File: src/rtl/lanes_descrambler_pkg.sv
// Shared constants and helpers for the two-lane descrambler.
// Covers generation codes, lane seeds, the LFSR tap mask and per-generation word geometry.
package lanes_descrambler_pkg;

    typedef enum logic [1:0] {
        GEN_8    = 2'b00,
        GEN_132  = 2'b01,
        GEN_66   = 2'b10,
        GEN_RSVD = 2'b11
    } gen_t;

    typedef enum logic [1:0] {
        S_IDLE = 2'b00,
        S_SYNC = 2'b01,
        S_RUN  = 2'b10
    } state_t;

    localparam int WORD_W = 132;
    localparam int LFSR_W = 23;

    localparam logic [LFSR_W-1:0] SEED_L0  = 23'h1DBFBC;
    localparam logic [LFSR_W-1:0] SEED_L1  = 23'h0607BB;
    // Taps at bits 22, 20, 15, 7, 4 and 1 (x^23+x^21+x^16+x^8+x^5+x^2+1).
    localparam logic [LFSR_W-1:0] TAP_MASK = 23'h508092;

    localparam int NBITS_8   = 8;
    localparam int NBITS_132 = 128;
    localparam int NBITS_66  = 64;
    localparam int HDR_8     = 0;
    localparam int HDR_132   = 4;
    localparam int HDR_66    = 2;

    function automatic logic [LFSR_W-1:0] lfsr_step(input logic [LFSR_W-1:0] s);
        return {s[LFSR_W-2:0], ^(s & TAP_MASK)};
    endfunction

    // The reserved code 11 behaves exactly like the 8-bit mode.
    function automatic gen_t norm_gen(input logic [1:0] g);
        return (g == 2'b11) ? GEN_8 : gen_t'(g);
    endfunction

endpackage

File: src/rtl/lanes_descrambler_lane.sv
// One lane: seeded LFSR plus a fully unrolled keystream XOR.
// The whole word is handled in one clock.
module descr_lane
    import lanes_descrambler_pkg::*;
#(
    parameter logic [LFSR_W-1:0] SEED = SEED_L0
) (
    input  logic              clk,
    input  logic              rst,
    input  logic              load,
    input  logic              adv,
    input  gen_t              gen,
    input  logic [WORD_W-1:0] din,
    output logic [WORD_W-1:0] dout
);

    logic [LFSR_W-1:0] lfsr_q;
    logic [LFSR_W-1:0] lfsr_nxt;
    logic [LFSR_W-1:0] lfsr_v;

    // Header bits pass through untouched; only payload bits consume keystream.
    always_comb begin
        lfsr_v = lfsr_q;
        dout   = '0;
        case (gen)
            GEN_132: begin
                dout = din;
                for (int i = 0; i < NBITS_132; i++) begin
                    dout[HDR_132+i] = din[HDR_132+i] ^ lfsr_v[LFSR_W-1];
                    lfsr_v          = lfsr_step(lfsr_v);
                end
            end
            GEN_66: begin
                dout[HDR_66-1:0] = din[HDR_66-1:0];
                for (int i = 0; i < NBITS_66; i++) begin
                    dout[HDR_66+i] = din[HDR_66+i] ^ lfsr_v[LFSR_W-1];
                    lfsr_v         = lfsr_step(lfsr_v);
                end
            end
            default: begin
                for (int i = 0; i < NBITS_8; i++) begin
                    dout[HDR_8+NBITS_8-1-i] = din[HDR_8+NBITS_8-1-i] ^ lfsr_v[LFSR_W-1];
                    lfsr_v                  = lfsr_step(lfsr_v);
                end
            end
        endcase
        lfsr_nxt = lfsr_v;
    end

    always_ff @(posedge clk or negedge rst) begin
        if (!rst) begin
            lfsr_q <= SEED;
        end else if (load) begin
            lfsr_q <= SEED;
        end else if (adv) begin
            lfsr_q <= lfsr_nxt;
        end
    end

endmodule

File: src/rtl/lanes_descrambler.sv
// Two-lane descrambler: word strobe from a delayed boundary pulse, sequencing FSM,
// and registered lane outputs.
//
//   state  | meaning
//   IDLE   | seeds loaded, outputs cleared, boundary pipe flushed
//   SYNC   | enabled, waiting for the first word strobe
//   RUN    | locked, descrambling one word pair per strobe
module lanes_descrambler
    import lanes_descrambler_pkg::*;
(
    input  logic              clk,
    input  logic              rst,
    input  logic [1:0]        gen_speed,
    input  logic              enable_dec,
    input  logic              descr_rst,
    input  logic [WORD_W-1:0] Lane_0_rx_in,
    input  logic [WORD_W-1:0] Lane_1_rx_in,
    output logic [WORD_W-1:0] Lane_0_rx_out,
    output logic [WORD_W-1:0] Lane_1_rx_out,
    output logic              rx_valid,
    output logic              descr_locked
);

    state_t            state_q;
    gen_t              gen_q;
    gen_t              gen_n;
    logic [2:0]        pipe_q;
    logic              strb;
    logic              gen_chg;
    logic              go_idle;
    logic              active;
    logic              lfsr_load;
    logic              lfsr_adv;
    logic [WORD_W-1:0] dout_0;
    logic [WORD_W-1:0] dout_1;

    assign gen_n     = norm_gen(gen_speed);
    assign gen_chg   = (gen_n != gen_q);
    assign go_idle   = !enable_dec || gen_chg;
    assign strb      = pipe_q[2] & enable_dec;
    assign active    = (state_q != S_IDLE);
    assign lfsr_load = go_idle || !active;
    // A strobe that coincides with a drop to IDLE is discarded, LFSR included.
    assign lfsr_adv  = strb && active && !go_idle;

    descr_lane #(.SEED(SEED_L0)) u_lane_0 (
        .clk  (clk),
        .rst  (rst),
        .load (lfsr_load),
        .adv  (lfsr_adv),
        .gen  (gen_n),
        .din  (Lane_0_rx_in),
        .dout (dout_0)
    );

    descr_lane #(.SEED(SEED_L1)) u_lane_1 (
        .clk  (clk),
        .rst  (rst),
        .load (lfsr_load),
        .adv  (lfsr_adv),
        .gen  (gen_n),
        .din  (Lane_1_rx_in),
        .dout (dout_1)
    );

    always_ff @(posedge clk or negedge rst) begin
        if (!rst) begin
            state_q       <= S_IDLE;
            gen_q         <= GEN_8;
            pipe_q        <= '0;
            Lane_0_rx_out <= '0;
            Lane_1_rx_out <= '0;
            rx_valid      <= 1'b0;
            descr_locked  <= 1'b0;
        end else begin
            gen_q    <= gen_n;
            rx_valid <= 1'b0;
            // Pulses seen while idle never reach the strobe.
            if (state_q == S_IDLE) begin
                pipe_q <= '0;
            end else begin
                pipe_q <= {pipe_q[1:0], descr_rst};
            end

            if (go_idle) begin
                state_q       <= S_IDLE;
                Lane_0_rx_out <= '0;
                Lane_1_rx_out <= '0;
                descr_locked  <= 1'b0;
            end else begin
                case (state_q)
                    S_IDLE: begin
                        state_q      <= S_SYNC;
                        descr_locked <= 1'b0;
                    end
                    S_SYNC, S_RUN: begin
                        if (strb) begin
                            Lane_0_rx_out <= dout_0;
                            Lane_1_rx_out <= dout_1;
                            rx_valid      <= 1'b1;
                            state_q       <= S_RUN;
                            descr_locked  <= 1'b1;
                        end
                    end
                    default: begin
                        state_q      <= S_IDLE;
                        descr_locked <= 1'b0;
                    end
                endcase
            end
        end
    end

endmodule

File: config.mk
export PLATFORM = sky130hd
export DESIGN_NAME = lanes_descrambler
export DESIGN_NICKNAME = d
export VERILOG_FILES = /design/src/rtl/lanes_descrambler_pkg.sv /design/src/rtl/lanes_descrambler_lane.sv /design/src/rtl/lanes_descrambler.sv
export SDC_FILE = /design/constraint.sdc
export NUM_CORES = 1
export LEC_CHECK = 0
export ABC_AREA = 1
export CAP_MARGIN = 20
export CORE_AREA = 2 2 278 349
export CTS_BUF_LIST = sky130_fd_sc_hd__clkbuf_4
export DETAILED_ROUTE_END_ITERATION = 16
export DIE_AREA = 0 0 280 351
export GPL_TIMING_DRIVEN = 0
export PLACE_DENSITY_LB_ADDON = 0.08
export SETUP_SLACK_MARGIN = 0.5
export SKIP_LAST_GASP = 1
export SYNTH_ARGS = -nofsm -noshare
export SYNTH_HDL_FRONTEND = slang
export SYNTH_SLANG_ARGS = --single-unit
File: constraint.sdc
create_clock -name clk -period 28.3 [get_ports clk]
set_clock_uncertainty 0.15 [all_clocks]
set_input_delay 8.49 -clock clk [delete_from_list [all_inputs] [get_ports clk]]
set_output_delay 8.49 -clock clk [all_outputs]
set_load 0.02 [all_outputs]
* Word-level counts from Yosys, hierarchy flattened
Index checks and enable logic that the tools add are counted.
Storage, ports and cells: register bits 319, output and inout bits 266, input bits 270, logic and storage cells 716
Cells by class: reduce and logical (&&, ||, !) cells 270, multiplexer cells 29, bitwise gates (word level) 401, equality and inequality tests 7
Operators by type and width (number):
- 23-bit XOR reduction | 256
- 132-bit 2-to-1 mux | 6
- 1-bit bitwise XOR | 400
- 58-bit one-hot mux with 2 select lines | 2
- 66-bit 2-to-1 mux | 2
- 23-bit 2-to-1 mux | 4
- 23-bit one-hot mux with 2 select lines | 2
- 8-bit one-hot mux with 2 select lines | 2
- 2-bit nonzero test | 4
- 2-bit equality test, second input constant | 3
- 1-bit 2-to-1 mux | 6
- 2-bit 2-to-1 mux | 3
- 2-bit by 1-bit equality test with 1-bit output, second input constant | 2
- 2-bit one-hot mux with 2 select lines | 1
- 1-bit logical NOT | 3
- 3-bit 2-to-1 mux | 1
- 3-bit != test, second input constant | 1
- 1-bit logical AND | 2
- 2-bit logical NOT | 1
- 1-bit logical OR | 2
- 2-bit != test | 1
- 2-bit AND reduction | 1
- 2-bit OR reduction | 1
- 1-bit AND | 1

* Longest topological paths before layout
Gate-level depths: netlist of the first run.
word-level depth 67, mapped depth 182, mapped depth without buffers 181

* Modules after synthesis
Synthesis of the first run repeated with hierarchy kept, for this count alone.
Second synthesis, totals: cell total of the unflattened synthesis 5280, area total of the unflattened synthesis 37265.7 µm²
Modules (own cells, without submodules):
- descr_lane (u_lane_1) | times used 1, area an instance 14119.8 µm², sequential area each 589.3 µm², cells each 2087
- descr_lane (u_lane_0) | times used 1, area an instance 12707.2 µm², sequential area each 595.6 µm², cells each 2025
- lanes_descrambler | times used 1, area an instance 10438.8 µm², sequential area each 6831.6 µm², cells each 1168

* Worst setup path after synthesis of the first run
OpenSTA, ideal clock, no wires.
kind reg2reg, start register u_lane_0.lfsr_q[3], end register u_lane_0.lfsr_q[0], setup time 0.116 ns, period minus slack after synthesis 15.133 ns, slack 13.167 ns, buffers on the path 1, cell stages (with the launch flop) 157, data arrival time 14.866 ns, data required time 28.034 ns, path through dfstp_2 > buf_4 > xnor2_4 > xnor2_1 > nand2_1 > nand2_4 > inv_2 > or2_4 > nand2_8 > xnor2_1 > clkinv_1 > nand2_1 > nand2_1 > nand2_1 > nand3_1 > nand2_4 > xor2_2 > inv_2 > [... 121 more ...] > nand2_1 > nand2_1 > nand3_2 > nand2_2 > nand2_2 > nand3_1 > nand3_1 > nand3_2 > nand2_1 > nand2_1 > nand2_1 > nand2_1 > nand2_1 > nand2_1 > nand3_1 > nand2_1 > nand2_1 > nand2_1
On the way: cells in the longest elaborated chain, start to end 67, elaborated cells between the ends (all ways) 127, classes of those cells 3 x mux; 124 x reduce/logical
RTL lines:
- start: declaration | RTL line lanes_descrambler_lane.sv:17 | logic [LFSR_W-1:0] lfsr_q;
- start signal: assignment | RTL line lanes_descrambler_lane.sv:56 | lfsr_q <= lfsr_nxt;
- 23-bit XOR reduction (64 in a row) | RTL line lanes_descrambler_pkg.sv:34 | return {s[LFSR_W-2:0], ^(s & TAP_MASK)};
- 23-bit one-hot mux with 2 select lines * | RTL line lanes_descrambler_lane.sv:25 | case (gen)
- 23-bit 2-to-1 mux * | RTL line lanes_descrambler_lane.sv:55 | end else if (adv) begin
- 23-bit 2-to-1 mux * | RTL line lanes_descrambler_lane.sv:53 | end else if (load) begin
Mark *: on every way between the ends. The rest lies on a longest branch, timed or not. The select of a mux whose other input is x is not followed. A chain may end at the register's enable or synchronous reset.

* Worst setup path in the final report of the first run
start register u_lane_0.lfsr_q[7], end register u_lane_0.lfsr_q[3]
On the way: cells in the longest elaborated chain, start to end 66, elaborated cells between the ends (all ways) 124, classes of those cells 3 x mux; 121 x reduce/logical
RTL lines (RTL line):
- 23-bit XOR reduction (63 in a row) | lanes_descrambler_pkg.sv:34
- 23-bit one-hot mux with 2 select lines * | lanes_descrambler_lane.sv:25
- 23-bit 2-to-1 mux * | lanes_descrambler_lane.sv:55
- 23-bit 2-to-1 mux * | lanes_descrambler_lane.sv:53
Marked as above.

==> impl_metrics.tcl, run 1 <==
set metrics [dict create \
    grt_usage_pct 29.94 \
    timing.rr.end "u_lane_0.lfsr_q[3]$_DFFE_PN1P_" \
    synth_ff_type "dfrtp_1" \
    syn_inst 5026 \
    dr_total_vias 36170 \
    dpl.hpwl_um 121500 \
    crit_path_max_fanout 9 \
    max_freq_mhz 51.40 \
    ioPinCount 536 \
    ys_types 59 \
    route.detailed.drc 0 \
    placed_cell_area_um2 44740 \
    grt_max_degree 103 \
    start_util_pct 39.58 \
    cts_tree "yes" \
    slowest_stage "dfstp_2" \
    drive_gt1_share_pct 25.77 \
    hold_start "pipe_q[1]$_DFF_PN0_" \
    yosys-top-cells-area "dfrtp_1, nand2_4, xor2_1" \
    cts_setup_buffers 0 \
    wire_per_inst_um 21.52 \
    whs_path_depth 2 \
    cts_buffers 94 \
    min_path_type "register to register" \
    postSynthAreaPerCell_um2 7.495 \
    start_kind "register" \
    core_area_um2 95180 \
    ctsHoldBuffers 0 \
    ant_nets 0 \
    cts_sinks 318 \
    r2r_slack_ns 8.84 \
    drt-pass1-iter-count 8 \
    num_rows 127 \
    syn_area_um2 37670 \
    drv_cap 0 \
    gp_congestion 0.9550 \
    cts_buffer_depth 3 \
    dieHeight_um 351 \
    grt_pass1_vias 34920 \
    tns_ns 0 \
    hold_end "pipe_q[2]$_DFF_PN0_" \
    synthArstFlopShare_pct 100.0 \
    slew-limit-headroom_pct 19.18 \
    ys_warn_count 0 \
    die_area_um2 98280 \
    worst_pin_slew_ns 1.212 \
    yosysSeqAreaShare_pct 21.21 \
    hold_viol 0 \
    cp_slowest_stage_delay_ns 0.53 \
    r2r_start "u_lane_0.lfsr_q[7]$_DFFE_PN1P_" \
    cts_root_buf "clkbuf_4" \
    grt_pass1_wl_um 221600 \
    crit_path_end_kind "register" \
    slew_viol_final 0 \
    routed_wirelength_um 149900 \
    crit_top_cell "nand2_4" \
    synth.net_count 5299 \
    design_area_um2 45950 \
    ys_ff_latch 318 \
    area_growth_syn_to_layout_pct 21.98 \
    overflow 0 \
    cp_data_arrival_time_ns 20.18 \
    yosys.area.top_type "dfrtp_1" \
    htree_levels 3 \
    status "finished clean" \
    worstPathRequired_ns 29.03 \
    cts_resized 0 \
    io_buffers 535 \
    clock_latency_ns 0.97 \
    yosys.area.top_type_share_pct 19.33 \
    post-route-period-util_pct 68.75 \
    layout.nets 5939 \
    layout_min_cycle_time_ns 19.46 \
    die_x_um 280 \
    reg2regPathDepth 146 \
    critical_path_class "register to register" \
    via_per_inst 5.193 \
    finalSetupViolCount 0 \
    clk_pin_slew_worst_paths_ns 0.07 \
    drtIter0Drc 2769 \
    synth_edf_count 0 \
    rsz0062_at_grt "false" \
    antenna_found_initial 15 \
]
-- layout by cell type, fill, tap and decap left out, types with 14 or more instances in the layout --
cell type,instances
or2_2,14
nor2_1,122
buf_6,16
nand3_1,583
clkbuf_1,114
a31o_2,29
o41ai_1,17
a22oi_1,20
nand3b_1,42
inv_2,83
xnor2_1,123
nand3_4,22
inv_4,25
xor2_1,419
clkbuf_4,139
a21oi_1,132
nand2_2,401
o221ai_1,15
o21ai_0,416
a32o_1,18
dfrtp_1,291
nand2_4,347
dfstp_2,27
nand3_2,222
xor2_2,35
clkbuf_8,18
inv_1,518
xnor2_2,16
nand2_1,785
o22ai_1,27
clkdlybuf4s50_1,534
clkinv_1,26
-- sequential cells by signal (all words and copies together), names as in the netlist --
register,cells
rx_valid,1
u_lane_1.lfsr_q,23
Lane_0_rx_out,132
pipe_q,3
Lane_1_rx_out,132
descr_locked,1
gen_q,2
state_q,1
u_lane_0.lfsr_q,23
-- synthesized netlist by cell type, types with 18 or more instances --
master / n
nand2_2: 401
nand3_2: 222
a32o_1: 18
xor2_1: 419
clkbuf_1: 118
a21oi_1: 132
dfrtp_1: 291
inv_1: 518
xor2_2: 35
dfstp_2: 27
clkbuf_8: 18
o21ai_0: 416
a22oi_1: 20
o22ai_1: 27
nand2_1: 785
a31o_2: 29
nor2_1: 123
nand2_4: 347
inv_2: 81
xnor2_1: 123
nand3_1: 583
nand3b_1: 42
nand3_4: 22
inv_4: 25
-- kinds of logic (layout without fill, tap and decap cells) --
family	count (synthesis)	in the layout	share of synthesized area (%)
other	0	5	0
AO/OA/AOI/OAI	700	700	10.54
buffers and inverters	823	1532	9.556
AND/OR/NAND/NOR	2577	2577	42.98
XOR/XNOR	605	605	15.60
flip-flops	318	318	21.21
adder cells (fa/ha/maj)	3	3	0.09966
-- layer usage --
| metal | routed length, um | track usage [%] | vias up |
|---|---|---|---|
| met3 | 10350 | 5.911 | 226 |
| met4 | 5286 | 10.44 | 20 |
| li1 | - | - | 17600 |
| met1 | 64360 | 38.70 | 17140 |
| met2 | 69740 | 49.59 | 1190 |
| met5 | 139 | 0 | - |
-- cell type report --
cell class | count | area [um^2]
Clock buffer | 139 | 1044
Sequential cell | 318 | 7991
Tap cell | 1225 | 1533
Fill cell | 9707 | 49230
Antenna cell | 5 | 12.51
Buffer | 174 | 991.0
Timing Repair Buffer | 544 | 5542
Multi-Input combinational cell | 3885 | 26080
Inverter | 649 | 2614
Clock inverter | 26 | 143.9
-- worst max path at each step --
stage	slack, ns	endpoint	cells past startpoint	startpoint
after global routing	7.19	u_lane_0.lfsr_q[1]$_DFFE_PN0P_	152	u_lane_0.lfsr_q[7]$_DFFE_PN1P_
after floorplan	13.17	u_lane_0.lfsr_q[0]$_DFFE_PN0P_	156	u_lane_0.lfsr_q[3]$_DFFE_PN1P_
after detailed placement	8.95	u_lane_1.lfsr_q[2]$_DFFE_PN0P_	158	u_lane_1.lfsr_q[0]$_DFFE_PN1P_
after global placement	2.97	Lane_1_rx_out[118]$_DFFE_PN0P_	1	rst
after CTS	8.86	u_lane_0.lfsr_q[3]$_DFFE_PN1P_	146	u_lane_0.lfsr_q[7]$_DFFE_PN1P_
final	8.84	u_lane_0.lfsr_q[3]$_DFFE_PN1P_	146	u_lane_0.lfsr_q[7]$_DFFE_PN1P_
-- worst max-delay path, delay by kind of cell, from the launching register on --
kind,cells,cell delay (ns)
compound gates,2,0.47
xor+xnor,9,2.59
buf+inv,14,1.50
flops,1,0.53
simple gates,121,13.94
-- stage by stage --
step	hold WS [ns]	utilization, %	setup slack [ns]	instances
2_1_floorplan	0.2840	-	13.17	5026
3_3_place_gp	0.3022	46.81	2.969	6786
3_5_place_dp	0.3103	47.00	8.955	6794
4_1_cts	0.3209	48.25	8.858	6959
5_1_grt	0.3452	48.27	7.195	6963
6_report	0.3198	48.28	8.844	6965
Power of run 1 is not shown: default switching activity piles up to over one toggle a cycle in this logic, so the estimate is an artifact.
==> run 2: changes to the inputs <==
==> constraint.sdc (replaced) <==
create_clock -name clk -period 20.2 [get_ports clk]
set_clock_uncertainty 0.15 [all_clocks]
set_input_delay 6.06 -clock clk [delete_from_list [all_inputs] [get_ports clk]]
set_output_delay 6.06 -clock clk [all_outputs]
set_load 0.02 [all_outputs]
==> run 2 against run 1 <==
Worst hold slack worse by 0.00052 ns. Die area stayed put. Sequential cell count stayed put. First-iteration DRC count is 3.1% lower. Global-route usage stayed put. Worst setup slack worse by 7.0 ns. Clock-buffer cell count stayed put. Via count is 0.54% higher.
==> impl_metrics.tcl, run 2 (synthesis gave the netlist of run 1 again) <==
set metrics [dict create \
    critical_path_class "register to register" \
    die_area_um2 98280 \
    grt_pass1_vias 34920 \
    worst_pin_slew_ns 1.199 \
    ant_nets 0 \
    whs_path_depth 2 \
    dr_total_vias 36370 \
    cts_buffer_depth 3 \
    max_freq_mhz 54.59 \
    cts_buffers 94 \
    via_per_inst 5.194 \
    worstPathRequired_ns 20.89 \
    drt-pass1-iter-count 8 \
    gp_congestion 0.9550 \
    drtIter0Drc 2683 \
    die_x_um 280 \
    final_cell_mix "nand2_1, nand3_1, clkdlybuf4s50_1" \
    crit_path_end_kind "register" \
    finalSetupViolCount 0 \
    clk_pin_slew_worst_paths_ns 0.08 \
    r2r_slack_ns 1.88 \
    crit_path_max_fanout 9 \
    start_kind "register" \
    grt_pass1_wl_um 221600 \
    status "finished clean" \
    r2r_start "u_lane_0.lfsr_q[7]$_DFFE_PN1P_" \
    grt_max_degree 103 \
    route.detailed.drc 0 \
    timing.rr.end "u_lane_0.lfsr_q[0]$_DFFE_PN0P_" \
    crit_start "u_lane_0.lfsr_q[7]$_DFFE_PN1P_" \
    fin_util_pct 49.19 \
    htree_levels 3 \
    hold_start "pipe_q[1]$_DFF_PN0_" \
    cts_sinks 318 \
    clock_latency_ns 0.97 \
    dpl.hpwl_um 121500 \
    slowest_stage "dfstp_2" \
    overflow 0 \
    crit_top_cell "nand2_4" \
    layout.nets 5977 \
    rsz0062_at_grt "false" \
    layout_min_cycle_time_ns 18.32 \
    io_buffers 535 \
    routed_wirelength_um 150400 \
    wl_met3_um 10710 \
    core_area_um2 95180 \
    largestRegisters "Lane_0_rx_out: 132 flops, Lane_1_rx_out: 132 flops" \
    final_common_cell "nand2_1" \
    cts_root_buf "clkbuf_4" \
    area_growth_syn_to_layout_pct 24.29 \
    start_util_pct 39.58 \
    hold_end "pipe_q[2]$_DFF_PN0_" \
    cts_tree "yes" \
    slew_viol_final 0 \
    slew-limit-headroom_pct 20.08 \
    wire_per_inst_um 21.48 \
    route.met2.wl_um 70060 \
    reg2regPathDepth 165 \
    dieHeight_um 351 \
    cp_data_arrival_time_ns 19.01 \
    min_path_type "register to register" \
    post-route-period-util_pct 90.69 \
    drv_cap 0 \
    ioPinCount 536 \
    antenna_found_initial 15 \
    ctsHoldBuffers 0 \
    met1Wirelength_um 64090 \
    hold_viol 0 \
    num_rows 127 \
    cp_slowest_stage_delay_ns 0.53 \
    highest_layer "met5" \
    drive_gt1_share_pct 26.88 \
    grt_usage_pct 29.94 \
]
run 2: layout make-up:
cell class | instances | area, um^2
fillers | 9659 | 48360
multi-input cells | 3885 | 26640
flip-flops and latches | 318 | 7991
repair buffers | 582 | 5852
inverters | 649 | 2616
well taps | 1225 | 1533
clock buffers | 139 | 1044
plain buffers | 174 | 991.0
clock inverters | 26 | 143.9
diodes | 3 | 7.507
run 2: worst max-delay path by stage:
stage	endpoint	depth (start not counted)
2_1_floorplan	u_lane_0.lfsr_q[0]$_DFFE_PN0P_	156
6_report	u_lane_0.lfsr_q[0]$_DFFE_PN0P_	165
3_3_place_gp	Lane_1_rx_out[118]$_DFFE_PN0P_	1
3_5_place_dp	u_lane_1.lfsr_q[2]$_DFFE_PN0P_	158
5_1_grt	u_lane_0.lfsr_q[1]$_DFFE_PN0P_	170
4_1_cts	u_lane_0.lfsr_q[3]$_DFFE_PN1P_	146
run 2: worst max-delay path: cells and delay by family, from the launching register on:
family	cells	cell delay [ns]
AND/OR/NAND/NOR	142	14.80
buffers and inverters	19	1.80
XOR/XNOR	4	0.80
flip-flops	1	0.53
run 2: metal layers:
layer / track usage (%) / vias to the layer above
met5: 0 / -
met2: 49.59 / 1218
li1: - / 17640
met1: 38.70 / 17250
met3: 5.911 / 240
met4: 10.44 / 20
run 2: per-stage QoR:
step                setup WS, ns  TNS (ns)  cell area [um^2]  std cells  hold slack, ns
global placement          -2.701   -762.39             44560       6786          0.3022
CTS                       0.7577         0             45920       6959          0.3209
detailed placement        0.8546         0             44740       6794          0.3103
floorplan                  5.067         0             37670       5026          0.2840
finish                     1.880         0             46820       7001          0.3193
global route              0.4562         0             46820       7001          0.3452
run 2: repair_timing:
| action | CTS | global route |
|---|---|---|
| setup buffers | 0 | 38 |
| resized for setup | 0 | 87 |
| endpoints found under the setup margin | 0 | 25 |
Power of run 2 is left out for the same reason.
